## src/rtl/elastic_pipe_buf.sv

```systemverilog
// -----------------------------------------------------------------------------
// elastic_pipe_buf
//
// Purpose:
//   Elastic pipeline stage that sits between two core stages (IF->ID, ID->EX,
//   EX->LSU). It carries an opaque payload through a DEPTH-entry in-order
//   circular buffer with valid/ready handshakes on both sides. It adds a
//   synchronous flush for branch redirects and exception kills, an occupancy
//   output, and a programmable bubble value. Every output is driven from a
//   register, so no input reaches an output through combinational logic.
//
// Parameters:
//   DATA_W      payload width in bits
//   DEPTH       entry count (power of two, >= 2)
//   BUBBLE_DATA value shown on o_data after reset or flush
//
// Ports:
//   clk      in   rising-edge clock
//   rst      in   synchronous active-high reset (takes priority over flush)
//   flush    in   synchronous kill of all held entries
//   i_valid  in   upstream payload valid
//   i_ready  out  buffer can accept (registered)
//   i_data   in   upstream payload
//   o_valid  out  head entry valid (registered)
//   o_ready  in   downstream accepts
//   o_data   out  head payload (registered)
//   o_count  out  number of entries currently held
// -----------------------------------------------------------------------------
module elastic_pipe_buf #(
  parameter int unsigned        DATA_W      = 96,
  parameter int unsigned        DEPTH       = 2,
  parameter logic [DATA_W-1:0]  BUBBLE_DATA = '0
) (
  input  logic                         clk,
  input  logic                         rst,
  input  logic                         flush,
  input  logic                         i_valid,
  output logic                         i_ready,
  input  logic [DATA_W-1:0]            i_data,
  output logic                         o_valid,
  input  logic                         o_ready,
  output logic [DATA_W-1:0]            o_data,
  output logic [$clog2(DEPTH+1)-1:0]   o_count
);

  localparam int unsigned      PTR_W    = $clog2(DEPTH);
  localparam int unsigned      CNT_W    = $clog2(DEPTH+1);
  localparam logic [CNT_W-1:0] FULL_CNT = CNT_W'(DEPTH);

  logic [DATA_W-1:0] mem_q [DEPTH];

  logic [PTR_W-1:0]  wr_ptr_q, wr_ptr_d;
  logic [PTR_W-1:0]  rd_ptr_q, rd_ptr_d;
  logic [CNT_W-1:0]  count_q, count_d;
  logic              i_ready_q;
  logic              o_valid_q;
  logic [DATA_W-1:0] o_data_q, o_data_d;

  logic insert;
  logic remove;

  assign insert = i_valid & i_ready_q;
  assign remove = o_valid_q & o_ready;

  always_comb begin
    wr_ptr_d = wr_ptr_q + PTR_W'(insert);
    rd_ptr_d = rd_ptr_q + PTR_W'(remove);
    count_d  = count_q + CNT_W'(insert) - CNT_W'(remove);
    // The output register is preloaded with whatever will be the head after
    // this edge. When the buffer drains it keeps the last removed payload.
    o_data_d = o_data_q;
    if (count_d != '0) begin
      // The new head is the entry being written this cycle exactly when the
      // buffer is (or becomes) otherwise empty: bypass it from i_data.
      if (insert && (wr_ptr_q == rd_ptr_d)) begin
        o_data_d = i_data;
      end else begin
        o_data_d = mem_q[rd_ptr_d];
      end
    end
  end

  // Storage needs no reset: pointers and count alone define which slots hold
  // live data.
  always_ff @(posedge clk) begin
    if (insert) begin
      mem_q[wr_ptr_q] <= i_data;
    end
  end

  always_ff @(posedge clk) begin
    if (rst || flush) begin
      wr_ptr_q  <= '0;
      rd_ptr_q  <= '0;
      count_q   <= '0;
      i_ready_q <= 1'b1;
      o_valid_q <= 1'b0;
      o_data_q  <= BUBBLE_DATA;
    end else begin
      wr_ptr_q  <= wr_ptr_d;
      rd_ptr_q  <= rd_ptr_d;
      count_q   <= count_d;
      i_ready_q <= (count_d != FULL_CNT);
      o_valid_q <= (count_d != '0);
      o_data_q  <= o_data_d;
    end
  end

  assign i_ready = i_ready_q;
  assign o_valid = o_valid_q;
  assign o_data  = o_data_q;
  assign o_count = count_q;

endmodule

```

## config.mk

```make
export PLATFORM = sky130hd
export DESIGN_NAME = elastic_pipe_buf
export DESIGN_NICKNAME = d
export VERILOG_FILES = /design/src/rtl/elastic_pipe_buf.sv
export SDC_FILE = /design/constraint.sdc
export NUM_CORES = 1
export LEC_CHECK = 0
export ABC_AREA = 1
export ABC_CLOCK_PERIOD_IN_PS = 5300
export BUFFER_PORTS_ARGS = -buffer_cell sky130_fd_sc_hd__buf_2
export CAP_MARGIN = 20
export CORE_ASPECT_RATIO = 0.7
export CORE_UTILIZATION = 31
export DETAILED_ROUTE_END_ITERATION = 12
export GPL_ROUTABILITY_DRIVEN = 0
export PLACE_DENSITY = 0.58
export REMOVE_ABC_BUFFERS = 1
export SLEW_MARGIN = 20
export SYNTH_ARGS = -nofsm -noshare
export SYNTH_HDL_FRONTEND = slang
export SYNTH_SLANG_ARGS = --single-unit
```

## constraint.sdc

```tcl
create_clock -name clk -period 5.3 [get_ports clk]
set_input_delay 0 -clock clk [delete_from_list [all_inputs] [get_ports clk]]
set_output_delay 0 -clock clk [all_outputs]
set_load 0.01 [all_outputs]
```

==> results of run 1 <==
-- cell type report --
| cell class | instances | area [um^2] | area share (%) |
|---|---|---|---|
| flip-flops and latches | 294 | 7810 | 51.1 |
| diodes | 3 | 7.51 | 0.0491 |
| multi-input cells | 706 | 3400 | 22.2 |
| inverters | 106 | 400 | 2.62 |
| well taps | 488 | 611 | 4.00 |
| clock inverters | 14 | 170 | 1.11 |
| clock buffers | 39 | 793 | 5.19 |
| repair buffers | 309 | 2100 | 13.7 |
-- placed cells by master (no fill, tap or decap), types with 2 or more instances in the layout --
master         Yosys  routed
dlygate4sd3_1      0      98
nor2_1             5       5
dfxtp_1          102     102
nand2_4            1       2
inv_1            105     105
clkbuf_1          12       7
nand2_1          394     394
clkinv_2           0       6
nand2_2            4       2
buf_2             39     200
buf_4             17       9
nand3b_1          97      97
bufinv_16          0       4
o21ai_0           55      55
ha_1               4       2
clkbuf_16          0      29
edfxtp_1         192     192
ha_4               0       2
o21ai_1           40      40
diode_2            0       3
nand3_1          102     102
clkinv_1           0       3
clkbuf_8           0       3
-- Yosys cell counts --
library cell,n,area share (%)
inv_1,105,3.3
nor2_1,5,0.16
clkbuf_1,12,0.38
buf_4,17,1.1
nand3_1,102,4.3
a21oi_4,1,0.14
inv_2,1,0.031
nand2_4,1,0.094
dfxtp_1,102,17
buf_1,1,0.031
o21ai_0,55,2.3
o21ai_1,40,1.7
edfxtp_1,192,48
nor2_4,1,0.094
nand2_1,394,12
nand2_2,4,0.21
buf_2,39,1.6
nand3b_1,97,6.1
ha_1,4,0.42
buf_6,2,0.19
nand3_2,2,0.17
-- critical path: stages (launching register included) --
cell     delay, ns
dfxtp_1       0.41
nand3_2       0.20
nand2_8       0.49
nand2_1       0.20
nand3_4       0.56
buf_4         0.50
nand2_1       0.11
nand3_1       0.10
nand2_1       0.06
-- cell families (layout without fill, tap and decap cells) --
family,after synthesis,count (layout)
compound gates,96,96
simple gates,606,606
other cells,0,3
fa+ha+maj,4,4
buf+inv,177,468
flops,294,294
-- through the flow --
step           util (%)  hold slack [ns]
2_1_floorplan         -           0.0989
3_3_place_gp       35.4            0.200
3_5_place_dp       35.4            0.203
4_1_cts            40.6           0.0859
5_1_grt            40.7            0.158
6_report           40.7            0.139
-- registers in the layout, indices dropped and copies added (netlist names) --
signal	count
i_ready	1
mem_q	192
o_count	2
o_data	96
o_valid	1
rd_ptr_q	1
wr_ptr_q	1
-- power by group --
| group | switching, W | total [W] | internal, W | leakage, nW |
|---|---|---|---|---|
| sequential | 0.0000478 | 0.00263 | 0.00258 | 2.63 |
| clock | 0.000863 | 0.00210 | 0.00124 | 0.476 |
| combinational | 0.000390 | 0.000629 | 0.000238 | 3.72 |
-- layer usage --
layer | share of wire (%) | GRT usage [%]
met1 | 48 | 20.3
met3 | 5.0 | 2.84
met2 | 45 | 24.8
met4 | 1.6 | 2.88
met5 | 0 | 0
-- how the worst min path moves through the flow --
stage                     slack (ns)  cells after the start  startpoint                       to
after floorplan                  0.1                      0   i_data[0]    mem_q[0][0]$_DFFE_PP_
after global placement          0.20                      1  i_data[29]   mem_q[1][29]$_DFFE_PP_
after detailed placement        0.20                      1   i_data[5]    mem_q[1][5]$_DFFE_PP_
after CTS                       0.09                      8     o_ready  o_data[65]$_SDFFE_PP0P_
after global routing            0.16                      2  i_data[46]   mem_q[0][46]$_DFFE_PP_
final                           0.14                      8     o_ready  o_data[65]$_SDFFE_PP0P_
==> results.sh, run 1 <==
export IMPL_synth_xor_area_share_pct=0
export IMPL_antenna_found_initial=2
export IMPL_rows=59
export IMPL_start_util_pct=31.8
export IMPL_h_tree_depth=1
export IMPL_cp_max_fo=126
export IMPL_worstPathArrival_ns=3.29
export IMPL_worst_slack_ns=2.45
export IMPL_vdd_drop_max_mv=0.251
export IMPL_cts_tree="done"
export IMPL_post_place_ws_ns=2.31
export IMPL_via_per_inst=4.42
export IMPL_cts_resized=0
export IMPL_dr_total_vias=8660
export IMPL_grt_overflow_total=0
export IMPL_grt_pass1_wl_mm=46.7
export IMPL_grt_max_degree=127
export IMPL_final_nets=1551
export IMPL_core_um2=37600
export IMPL_hold_violations=0
export IMPL_syn_avg_cell_area_um2=10.1
export IMPL_area_growth_pct=27.9
export IMPL_worstSetupEndpointType="register"
export IMPL_finalInstanceArea_um2=15300
export IMPL_drt_total_wl_mm=29.1
export IMPL_synth_compound_area_share_pct=4.12
export IMPL_drcViolationCount=0
export IMPL_clock_skew_ns=0.0121
export IMPL_place_area_um2=13300
export IMPL_setup_viol=0
export IMPL_crit_reg2reg_capture="o_data[32]$_SDFFE_PP0P_"
export IMPL_rsz0062_at_grt="false"
export IMPL_syn_inst=1177
export IMPL_ant_nets=0
export IMPL_fin_total_pwr_w=0.00536
export IMPL_ys_ff_latch=294
export IMPL_dieArea_um2=39300
export IMPL_status="finished, final reports clean"
export IMPL_slew_violations=0
export IMPL_netlist_area_um2=11900
export IMPL_required_ns=5.73
export IMPL_ys_warn_count=0
export IMPL_synth_top_family_by_area="simple AND/OR/NAND/NOR gates"
export IMPL_cts_setup_buffers=0
export IMPL_relSlewSlack_pct=42.1
export IMPL_nFillCells=3631
export IMPL_final_instance_count_excl_fill=1959
export IMPL_drv_cap=0
export IMPL_synth_simple_area_share_pct=23.5
export IMPL_ctsLongestPathBuffers=3
export IMPL_tns_ns=0
export IMPL_timing_final_crit_share_pct=53.8
export IMPL_grt_pass1_vias=8472
export IMPL_ff2ff_path_depth=8
export IMPL_pin_count=201
export IMPL_firstDrtPassIters=4
export IMPL_cts_buffers=29
export IMPL_fmax_mhz=351
export IMPL_r2r_start="o_valid$_SDFF_PP0_"
export IMPL_worst_hold_path_type="in2reg"
export IMPL_critPathCapture="o_data[32]$_SDFFE_PP0P_"
export IMPL_synthMuxAreaShare_pct=0
export IMPL_synthAdderAreaFrac_pct=0.419
export IMPL_critical_path_startpoint="o_valid$_SDFF_PP0_"
export IMPL_ys_types=21
export IMPL_worst_slew_pin_transition_ns=0.869
export IMPL_final_layout_size_suffix_gt1_share_pct=18.1
export IMPL_placedCellCount=1804
export IMPL_period_minus_slack_ns=2.85
export IMPL_clock_root_buffer="clkbuf_16"
export IMPL_leakagePower_nw=6.83
export IMPL_grtUsageTotal_pct=14.9
export IMPL_ys_seq_area_share_pct=65.4
export IMPL_wl_per_cell_um=14.9
export IMPL_dp_hpwl_mm=16.7
export IMPL_clk_insertion_delay_late_ns=0.55
export IMPL_fp_dieW_um=237
export IMPL_clkTransAtPathRegs_ns=0.07
export IMPL_ctsHoldBuffers=98
export IMPL_cts_sinks=294
export IMPL_crit_type="reg2reg"
export IMPL_r2r_setup_slack_ns=2.45
export IMPL_startpoint_type="register"
export IMPL_die_h_um=166
export IMPL_first_iter_violations=536
export IMPL_power_density_nw_per_um2=351
export IMPL_numPortBuffers=200
(Power assumes the default switching activity.)
==> inputs of run 2 (changes only) <==
- ABC_AREA: 1 -> 0
- ABC_CLOCK_PERIOD_IN_PS: 5300 -> 2600
- PLACE_DENSITY: 0.58 -> 0.6
- clock period: 5.3 -> 2.6 ns (I/O delays scaled with it)
==> run 2 against run 1 <==
Compared with the run above:
- wire length up 20%
- design area up 1.3%
- power up 110%
- non-clock buffer count up 18
- sequential cell count unchanged
- final cell count down 15%
- critical endpoint is now o_data[64]$_SDFFE_PP0P_
- largest power group unchanged
==> results.sh, run 2 <==
export IMPL_status="finished, final reports clean"
export IMPL_cts_buffers=29
export IMPL_dr_total_vias=8834
export IMPL_core_um2=37400
export IMPL_startpoint_type="register"
export IMPL_relSlewSlack_pct=49.2
export IMPL_synth_top_area_share_pct=48.6
export IMPL_syn_avg_cell_area_um2=13.2
export IMPL_p_int_w=0.00836
export IMPL_fin_total_pwr_w=0.0111
export IMPL_slew_violations=0
export IMPL_ys_seq_area_share_pct=65.9
export IMPL_tns_ns=0
export IMPL_rsz0062_at_grt="false"
export IMPL_power_density_nw_per_um2=716
export IMPL_drt_total_wl_mm=34.9
export IMPL_cts_resized=0
export IMPL_worst_slew_pin_transition_ns=0.762
export IMPL_synth_area_leader_cell="edfxtp_1"
export IMPL_cp_max_fo=33
export IMPL_clock_root_buffer="clkbuf_16"
export IMPL_yosys_top_cells_area="edfxtp_1, dfxtp_1, o32ai_1, and3_1, a2111oi_2"
export IMPL_die_h_um=166
export IMPL_netlist_area_um2=11900
export IMPL_ctsHoldBuffers=99
export IMPL_synthArstFlopShare_pct=0
export IMPL_p_sw_w=0.00273
export IMPL_ys_ff_latch=294
export IMPL_ys_types=28
export IMPL_clockPowerShare_pct=38.9
export IMPL_syn_inst=897
export IMPL_cts_setup_buffers=0
export IMPL_final_layout_size_suffix_gt1_share_pct=27.4
export IMPL_cts_sinks=294
export IMPL_grt_max_degree=65
export IMPL_clk_insertion_delay_late_ns=0.56
export IMPL_drcViolationCount=0
export IMPL_pin_count=201
export IMPL_p_comb_share_pct=12.8
export IMPL_antenna_found_initial=1
export IMPL_wl_per_cell_um=20.9
export IMPL_ant_nets=0
export IMPL_worst_hold_path_type="in2reg"
export IMPL_ys_warn_count=0
export IMPL_synth_commonest_cells="edfxtp_1, dfxtp_1, inv_1"
export IMPL_grt_pass1_vias=9022
export IMPL_timing_final_crit_share_pct=90.8
export IMPL_via_per_inst=5.29
export IMPL_min_to="mem_q[0][35]$_DFFE_PP_"
export IMPL_synth_edf_count=192
export IMPL_start_util_pct=31.7
export IMPL_synth_flop_cell="edfxtp_1"
export IMPL_hp_start="i_data[35]"
export IMPL_dp_hpwl_mm=19.5
export IMPL_ctsLongestPathBuffers=3
export IMPL_largest_register="mem_q"
export IMPL_hold_violations=0
export IMPL_setup_viol=0
export IMPL_leakagePower_nw=5.67
export IMPL_crit_type="reg2reg"
export IMPL_drv_cap=0
export IMPL_largest_register_ffs=192
export IMPL_worst_hold_slack_ns=0.178
export IMPL_clock_skew_ns=0.0125
export IMPL_firstDrtPassIters=5
export IMPL_whs_path_depth=2
export IMPL_numPortBuffers=200
export IMPL_required_ns=3.06
export IMPL_grtUsageTotal_pct=17.5
export IMPL_worstPathArrival_ns=2.82
export IMPL_yosysMostFrequentCell="edfxtp_1"
export IMPL_vdd_drop_max_mv=0.578
export IMPL_switching_share_pct=24.6
export IMPL_rows=59
export IMPL_clkTransAtPathRegs_ns=0.07
export IMPL_cts_tree="done"
export IMPL_final_instance_count_excl_fill=1671
export IMPL_grt_pass1_wl_mm=53.6
export IMPL_grt_overflow_total=0
export IMPL_fmax_mhz=423
export IMPL_h_tree_depth=1
export IMPL_final_cell_mix="buf_2, edfxtp_1, dfxtp_1"
export IMPL_pwr_share_seq_pct=48.3
export IMPL_r2r_setup_slack_ns=0.24
export IMPL_crit_reg2reg_capture="o_data[64]$_SDFFE_PP0P_"
export IMPL_placedCellCount=1518
export IMPL_area_growth_pct=30.5
export IMPL_final_nets=1265
export IMPL_final_common_cell="buf_2"
export IMPL_dieArea_um2=39000
export IMPL_fp_dieW_um=236
export IMPL_first_iter_violations=468
export IMPL_worstSetupEndpointType="register"
export IMPL_period_minus_slack_ns=2.36
export IMPL_ff2ff_path_depth=9
export IMPL_r2r_start="i_ready$_SDFF_PP1_"
run 2: per-layer routing:
| layer | wire length, um | share of wire, % | track usage, % |
|---|---|---|---|
| met5 | 0 | 0 | 0 |
| met4 | 511 | 1.5 | 3.21 |
| met3 | 2270 | 6.5 | 3.45 |
| met2 | 16100 | 46 | 28.0 |
| met1 | 16000 | 46 | 24.6 |
run 2: power by group through the flow:
stage / clock network (W) / registers [W] / logic (W)
after global placement: 0 / 0.00545 / 0.00129
after detailed placement: 0 / 0.00546 / 0.00131
after global routing: 0.00458 / 0.00538 / 0.00154
after floorplan: 0 / 0.00551 / 0.000642
final: 0.00431 / 0.00536 / 0.00142
after CTS: 0.00438 / 0.00536 / 0.00143
run 2: critical path, stage by stage, from the launching register on:
cell	delay [ns]
dfxtp_1	0.34
nand2_1	0.16
ha_1	0.33
inv_1	0.04
ha_1	0.18
xnor2_1	0.13
xnor2_1	0.14
or4_4	0.45
buf_4	0.27
o32ai_1	0.19
run 2: how the worst max path moves through the flow:
stage	slack [ns]	from	to	depth (start not counted)
CTS	0.22	i_ready$_SDFF_PP1_	o_data[37]$_SDFFE_PP0P_	9
finish	0.24	i_ready$_SDFF_PP1_	o_data[64]$_SDFFE_PP0P_	9
detailed placement	0.23	i_ready$_SDFF_PP1_	o_data[37]$_SDFFE_PP0P_	9
floorplan	-3.73	o_valid$_SDFF_PP0_	o_data[0]$_SDFFE_PP0P_	4
global route	0.13	i_ready$_SDFF_PP1_	o_data[37]$_SDFFE_PP0P_	9
global placement	0.29	i_ready$_SDFF_PP1_	o_data[91]$_SDFFE_PP0P_	10
run 2: cell families after synthesis:
kind of cell | synth area share, %
XOR/XNOR | 0.148
adder cells (fa/ha/maj) | 0.422
AND/OR/NAND/NOR | 5.84
AO/OA/AOI/OAI | 20.7
flip-flops | 65.9
buffers and inverters | 7.09
run 2: per-stage QoR:
| step | worst slack [ns] | utilization (%) | instance area (um^2) |
|---|---|---|---|
| floorplan | -3.73 | - | 11400 |
| global placement | 0.291 | 36.1 | 13500 |
| detailed placement | 0.228 | 36.1 | 13500 |
| CTS | 0.217 | 41.3 | 15500 |
| global route | 0.125 | 41.4 | 15500 |
| finish | 0.238 | 41.4 | 15500 |
run 2: layout make-up:
class | instances | area [um^2]
fill | 3457 | 21900
sequential | 294 | 7810
multi-input combinational | 408 | 3290
timing repair buffer | 327 | 2410
clock buffer | 41 | 853
tap | 488 | 611
inverter | 100 | 375
clock inverter | 12 | 125
antenna | 1 | 2.50
